--- src/rtl/mux_rr_arbiter.sv ---
`default_nettype none
// ============================================================================
// Module   : mux_rr_arbiter
// Brief    : Two-requester round-robin arbiter owning the 2:1 mux select,
//            with bounded burst length per grant and valid/ready output.
// Revision : 1.0
// ============================================================================
module mux_rr_arbiter #(
    parameter int WIDTH    = 8,
    parameter int MAX_HOLD = 4
) (
    input  logic             clk,
    input  logic             rst_n,
    input  logic             a_req,
    input  logic [WIDTH-1:0] a_data,
    output logic             a_gnt,
    input  logic             b_req,
    input  logic [WIDTH-1:0] b_data,
    output logic             b_gnt,
    output logic             sel,
    output logic             out_valid,
    output logic [WIDTH-1:0] out_data,
    input  logic             out_ready,
    output logic             busy
);

    typedef enum logic [1:0] {
        ST_IDLE    = 2'd0,
        ST_GRANT_A = 2'd1,
        ST_GRANT_B = 2'd2
    } state_t;

    localparam logic [3:0] c_hold_last = 4'(MAX_HOLD - 1);

    state_t     r_state;
    state_t     w_state_nxt;
    logic [3:0] r_hold_cnt;
    logic [3:0] w_hold_nxt;
    logic       r_last_a;       // 1: A held the most recent grant
    logic       w_last_a_nxt;
    logic       r_a_gnt;
    logic       r_b_gnt;
    logic       r_sel;
    logic       r_busy;
    logic       w_beat;

    assign out_valid = (r_a_gnt & a_req) | (r_b_gnt & b_req);
    assign out_data  = r_a_gnt ? a_data : (r_b_gnt ? b_data : '0);
    assign w_beat    = out_valid & out_ready;

    always_comb begin
        w_state_nxt  = r_state;
        w_hold_nxt   = r_hold_cnt;
        w_last_a_nxt = r_last_a;
        case (r_state)
            ST_IDLE: begin
                // On a tie the side that did not hold the last grant wins
                if (a_req && (!b_req || !r_last_a)) begin
                    w_state_nxt  = ST_GRANT_A;
                    w_hold_nxt   = 4'd0;
                    w_last_a_nxt = 1'b1;
                end else if (b_req) begin
                    w_state_nxt  = ST_GRANT_B;
                    w_hold_nxt   = 4'd0;
                    w_last_a_nxt = 1'b0;
                end
            end
            ST_GRANT_A: begin
                if (!a_req) begin
                    w_hold_nxt  = 4'd0;
                    w_state_nxt = b_req ? ST_GRANT_B : ST_IDLE;
                    if (b_req) w_last_a_nxt = 1'b0;
                end else if (w_beat) begin
                    if (r_hold_cnt == c_hold_last) begin
                        w_hold_nxt = 4'd0;
                        if (b_req) begin
                            w_state_nxt  = ST_GRANT_B;
                            w_last_a_nxt = 1'b0;
                        end
                    end else begin
                        w_hold_nxt = r_hold_cnt + 4'd1;
                    end
                end
            end
            ST_GRANT_B: begin
                if (!b_req) begin
                    w_hold_nxt  = 4'd0;
                    w_state_nxt = a_req ? ST_GRANT_A : ST_IDLE;
                    if (a_req) w_last_a_nxt = 1'b1;
                end else if (w_beat) begin
                    if (r_hold_cnt == c_hold_last) begin
                        w_hold_nxt = 4'd0;
                        if (a_req) begin
                            w_state_nxt  = ST_GRANT_A;
                            w_last_a_nxt = 1'b1;
                        end
                    end else begin
                        w_hold_nxt = r_hold_cnt + 4'd1;
                    end
                end
            end
            default: begin
                w_state_nxt = ST_IDLE;
                w_hold_nxt  = 4'd0;
            end
        endcase
    end

    always_ff @(posedge clk or negedge rst_n) begin
        if (!rst_n) begin
            r_state    <= ST_IDLE;
            r_hold_cnt <= 4'd0;
            r_last_a   <= 1'b0;
            r_a_gnt    <= 1'b0;
            r_b_gnt    <= 1'b0;
            r_sel      <= 1'b0;
            r_busy     <= 1'b0;
        end else begin
            r_state    <= w_state_nxt;
            r_hold_cnt <= w_hold_nxt;
            r_last_a   <= w_last_a_nxt;
            r_a_gnt    <= (w_state_nxt == ST_GRANT_A);
            r_b_gnt    <= (w_state_nxt == ST_GRANT_B);
            r_sel      <= (w_state_nxt == ST_GRANT_A);
            r_busy     <= (w_state_nxt != ST_IDLE);
        end
    end

    assign a_gnt = r_a_gnt;
    assign b_gnt = r_b_gnt;
    assign sel   = r_sel;
    assign busy  = r_busy;

endmodule
`default_nettype wire

--- config.mk ---
export PLATFORM = sky130hd
export DESIGN_NAME = mux_rr_arbiter
export DESIGN_NICKNAME = d
export VERILOG_FILES = /design/src/rtl/mux_rr_arbiter.sv
export SDC_FILE = /design/constraint.sdc
export NUM_CORES = 1
export LEC_CHECK = 0
export ABC_AREA = 1
export BUFFER_PORTS_ARGS = -buffer_cell sky130_fd_sc_hd__buf_4
export CAP_MARGIN = 30
export CORE_UTILIZATION = 49
export CTS_BUF_LIST = sky130_fd_sc_hd__clkbuf_4 sky130_fd_sc_hd__clkbuf_8
export DETAILED_ROUTE_END_ITERATION = 10
export PLACE_DENSITY = 0.79
export SKIP_LAST_GASP = 1
export SLEW_MARGIN = 15
export SYNTH_ARGS = -nofsm -noshare
export SYNTH_HDL_FRONTEND = slang
export SYNTH_SLANG_ARGS = --single-unit
--- constraint.sdc ---
create_clock -name clk -period 1.7 [get_ports clk]
set_clock_uncertainty 0.15 [all_clocks]
set_input_delay 0.085 -clock clk [delete_from_list [all_inputs] [get_ports clk]]
set_output_delay 0.085 -clock clk [all_outputs]
set_load 0.03 [all_outputs]
Word-level counts from Yosys, hierarchy flattened:

Index checks and enable logic that the tools add are counted.

* input port bits: 21
* flip-flop bits (word level): 10

* reduce and logical (&&, ||, !) cells: 8
* equality and inequality tests: 10
* add/sub/neg operators: 1
* bitwise operators: 4
* mux-type cells: 31

Operators with widths (number)
* 2-to-1 mux 4 bit: 6
* 2-to-1 mux 2 bit: 10
* 2-to-1 mux 8 bit: 2
* inequality test 3 bit (second input constant): 5
* one-hot mux 4 bit (3 select lines): 1
* 2-to-1 mux 1 bit: 10
* one-hot mux 2 bit (3 select lines): 1
* AND reduction 5 bit: 1
* adder 4 x 1 -> 4 bit (second input constant): 1
* == test 2 x 1 -> 1 bit (second input constant): 2
* == test 2 bit (second input constant): 2
* == test 4 x 2 -> 1 bit (second input constant): 1
* bitwise AND 1 bit: 3
* one-hot mux 1 bit (3 select lines): 1
* nonzero test 3 bit: 1
* zero test 1 bit: 2
* zero test 2 bit: 1
* nonzero test 2 bit: 1
* logical AND 1 bit: 1
* logical OR 1 bit: 1
* OR 1 bit: 1

Longest topological paths before layout:

* word-level depth: 7
* gate-level depth with buffers: 10

Worst setup path before layout:

No wires, ideal clock.

* path kind: register to register
* start point: reg, netlist name sel
* end point: reg r_hold_cnt[2]
* setup slack: 0.059 ns
* path buffers: 1
* clock period less this slack: 1.641 ns
* cell stages (with the launch flop): 10
* library setup time: 0.122 ns
* arrival: 1.369 ns
* cell sequence: dfrtp_1 > buf_4 > nand2_2 > nand2_4 > nand2_4 > inv_2 > nand2_1 > xor2_1 > nand2_1 > o21ai_1

RTL lines
* end signal: assignment: line 120 `r_hold_cnt <= w_hold_nxt;`
* end: declaration: line 37 `logic [3:0] r_hold_cnt;`

Worst setup path in the final report:

* start point: reg r_state[0]
* end point: reg r_hold_cnt[2]

* cells in the longest elaborated chain, start to end: 2
* elaborated cells on any way between the ends: 5
* those cells by class: eq/ne: 3; mux: 1; reduce/logical: 1

RTL lines
* start: declaration: line 35 `state_t r_state;`
* start signal: assignment: line 119 `r_state <= w_state_nxt;`
* == test 2 bit, or another cell as far along: line 55 `case (r_state)`
* one-hot mux 4 bit (3 select lines) or inequality test 3 bit (tied branches)

Parallel ways exist; a longest one is shown, timed or not.
A chain may end at the register's enable or synchronous reset.

==> results.json <==
{
  "synth_top_area_share": 0.293,
  "maxSlewViolCount": 0,
  "hold_path_class": "primary input to flip-flop",
  "dr_total_vias": 922,
  "cp-start-kind": "flip-flop",
  "antenna_found_initial": 0,
  "syn_to_final_growth_pct": 34.3,
  "synthArstFlopShare": 1.00,
  "synth_edf_count": 0,
  "worstSkewPairLatency_ns": 0.25,
  "worst-setup-path-type": "flip-flop to flip-flop",
  "coreArea_um2": 1560,
  "powerDensity_nw_per_um2": 1360,
  "required_ns": 1.73,
  "synthTopCellsByCount": "nand2_1 (36), nand3_1 (16), inv_1 (14), nor2_1 (14), dfrtp_1 (10)",
  "finalCriticalPeriod_ns": 1.61,
  "cap_viol_max_count": 0,
  "dp_hpwl_mm": 1.52,
  "setup_tns_ns": 0,
  "hold_ws_ns": 0.00483,
  "clk_pin_slew_worst_paths_ns": 0.06,
  "syn_nets": 155,
  "syn_area_um2": 855,
  "finalHoldViolations": 0,
  "numCtsBuffers": 3,
  "synth_ff_type": "dfrtp_1",
  "synth_area_per_cell_um2": 6.68,
  "gp_congestion": 0.928,
  "synth_cell_type_count": 18,
  "grt_pass1_wl_mm": 3.04,
  "hold_depth": 4,
  "ys_warn_count": 0,
  "layout.area.seq_um2": 251,
  "die_area_um2": 1910,
  "nets": 192,
  "portBuffers": 33,
  "arrival_ns": 1.64,
  "grt_pass1_vias": 787,
  "path_max_fanout": 6,
  "final_cell_area_um2": 1150,
  "synth_top_area_cell": "dfrtp_1",
  "post-cts-setup-buffers": 0,
  "routedWlPerCell_um": 10.3,
  "syn_inst": 128,
  "crit_chain": "inv_1 -> ha_1 -> inv_1 -> o22ai_2 -> nand2_1 -> a21oi_2 -> nand2_1 -> o21ai_1",
  "peakVddDrop_mv": 0.968,
  "cts_tree": "done",
  "cpPeakStageDelay_ns": 0.44,
  "num_antenna_cells": 0,
  "slowest_stage": "dfrtp_2",
  "placed_area_um2": 1110,
  "timing.fmax_mhz": 622,
  "crit_path_end_kind": "flip-flop",
  "layout-drive-gt1-share": 0.325,
  "vias_per_cell": 5.15,
  "ys_seq_elements": 10,
  "slew_headroom": 0.833,
  "drc": 7,
  "num_io_pins": 34,
  "clock_path_buffers": 2,
  "post-synth-top-count-cell": "nand2_1",
  "grt-ovfl-total": 0,
  "std_cell_rows": 14,
  "ys_seq_area_frac": 0.293,
  "wirelength_mm": 1.85,
  "ff2ff_path_depth": 8,
  "status": "finished with violations",
  "start_util": 0.548,
  "grt_max_degree": 12,
  "finalCritPeriodShare": 0.945,
  "multiInputGateArea_um2": 524,
  "htreeDepth": 1,
  "grt_usage": 0.209,
  "setup_violations": 0,
  "die_h_um": 43.8,
  "drt_pass1_iterations": 7,
  "total_power_w": 0.00156,
  "violations": "design-rule violations",
  "p_leak_nw": 0.643,
  "die-width_um": 43.8,
  "root_buffer": "clkbuf_4",
  "ant_nets": 0,
  "tightest_slew_ns": 0.249,
  "initialDrtViolationCount": 19,
  "n_fill_cell": 151,
  "synth.area.top_cells": "dfrtp_1 (29%), nand2_1 (16%), nand3_1 (9.4%)",
  "cts.sinks": 10
}
[layout by cell type (no fill, tap or decap)]
master / synthesis / layout
nand2_1: 36 / 36
dfrtp_1: 10 / 9
or2_0: 1 / 1
buf_4: 4 / 35
a31oi_1: 1 / 1
clkbuf_4: 0 / 3
inv_2: 1 / 1
a21oi_1: 5 / 4
a21oi_2: 0 / 1
o21ai_1: 2 / 2
o21ai_0: 5 / 5
nand2_4: 2 / 2
ha_2: 0 / 1
nor2_2: 4 / 4
o22ai_2: 1 / 1
nor2_1: 14 / 14
nand2_2: 4 / 4
nand3_1: 16 / 16
dlygate4sd3_1: 0 / 1
ha_1: 6 / 5
xor2_1: 2 / 2
inv_1: 14 / 14
dfrtp_2: 0 / 1
[final cells by class]
class	instances	share of cell area
timing repair buffer	36	0.238
sequential	10	0.219
tap	16	0.0174
multi-input combinational	99	0.457
inverter	15	0.0491
clock buffer	3	0.0196
[critical path, delay by kind of cell, from the launching register on]
| kind | cells | cell delay [ns] |
|---|---|---|
| flops | 1 | 0.44 |
| compound gates | 3 | 0.39 |
| fa+ha+maj | 1 | 0.17 |
| buf+inv | 2 | 0.20 |
| simple gates | 2 | 0.19 |
[per-layer routing]
layer,vias up,part of all wire,global-route usage
li1,472,-,-
met1,407,0.40,0.255
met2,41,0.47,0.355
met3,2,0.13,0.0417
met4,0,0.0049,0.0938
met5,-,0,0
[logic make-up after synthesis]
kind of cell / share of synthesized area
fa+ha+maj: 0.0878
simple gates: 0.406
buf+inv: 0.101
compound gates: 0.0922
xor+xnor: 0.0205
flops: 0.293
[timing repair]
| action | in CTS | in global routing |
|---|---|---|
| hold buffers | 1 | 0 |
| hold endpoints to repair | 10 | 0 |
| resized for setup | 0 | 3 |
| endpoints found under the setup margin | 0 | 3 |
[worst paths after layout]
path / startpoint / to / slack (ns)
min in group asynchronous: rst_n / r_hold_cnt[1]$_DFFE_PN0P_ / 0.04
max in group asynchronous: rst_n / r_state[0]$_DFF_PN0_ / 1.20
max reg2reg: r_state[0]$_DFF_PN0_ / r_hold_cnt[2]$_DFFE_PN0P_ / 0.09
min: out_ready / r_hold_cnt[1]$_DFFE_PN0P_ / 0.005
max: r_state[0]$_DFF_PN0_ / r_hold_cnt[2]$_DFFE_PN0P_ / 0.09
min reg2reg: r_last_a$_DFFE_PN0P_ / r_last_a$_DFFE_PN0P_ / 0.38
[power breakdown]
part	switching [W]	leakage, nW	internal (W)
Sequential	0.0000605	0.130	0.000311
Clock	0.0000668	0.0138	0.0000810
Combinational	0.000648	0.500	0.000389
Total	0.000775	0.643	0.000782
[per-stage QoR]
stage                     utilization  cells  setup slack (ns)
after floorplan                     -    128            0.0592
after global placement          0.710    175             0.167
after detailed placement        0.710    175             0.115
after CTS                       0.731    179             0.106
after global routing            0.736    179          -0.00229
final                           0.736    179            0.0934
[state kept, by name (all words and copies together) (netlist names)]
name / cells
r_last_a: 1
r_state: 2
r_hold_cnt: 4
b_gnt: 1
busy: 1
sel: 1
No activity file was read; power rests on OpenSTA's default activity.
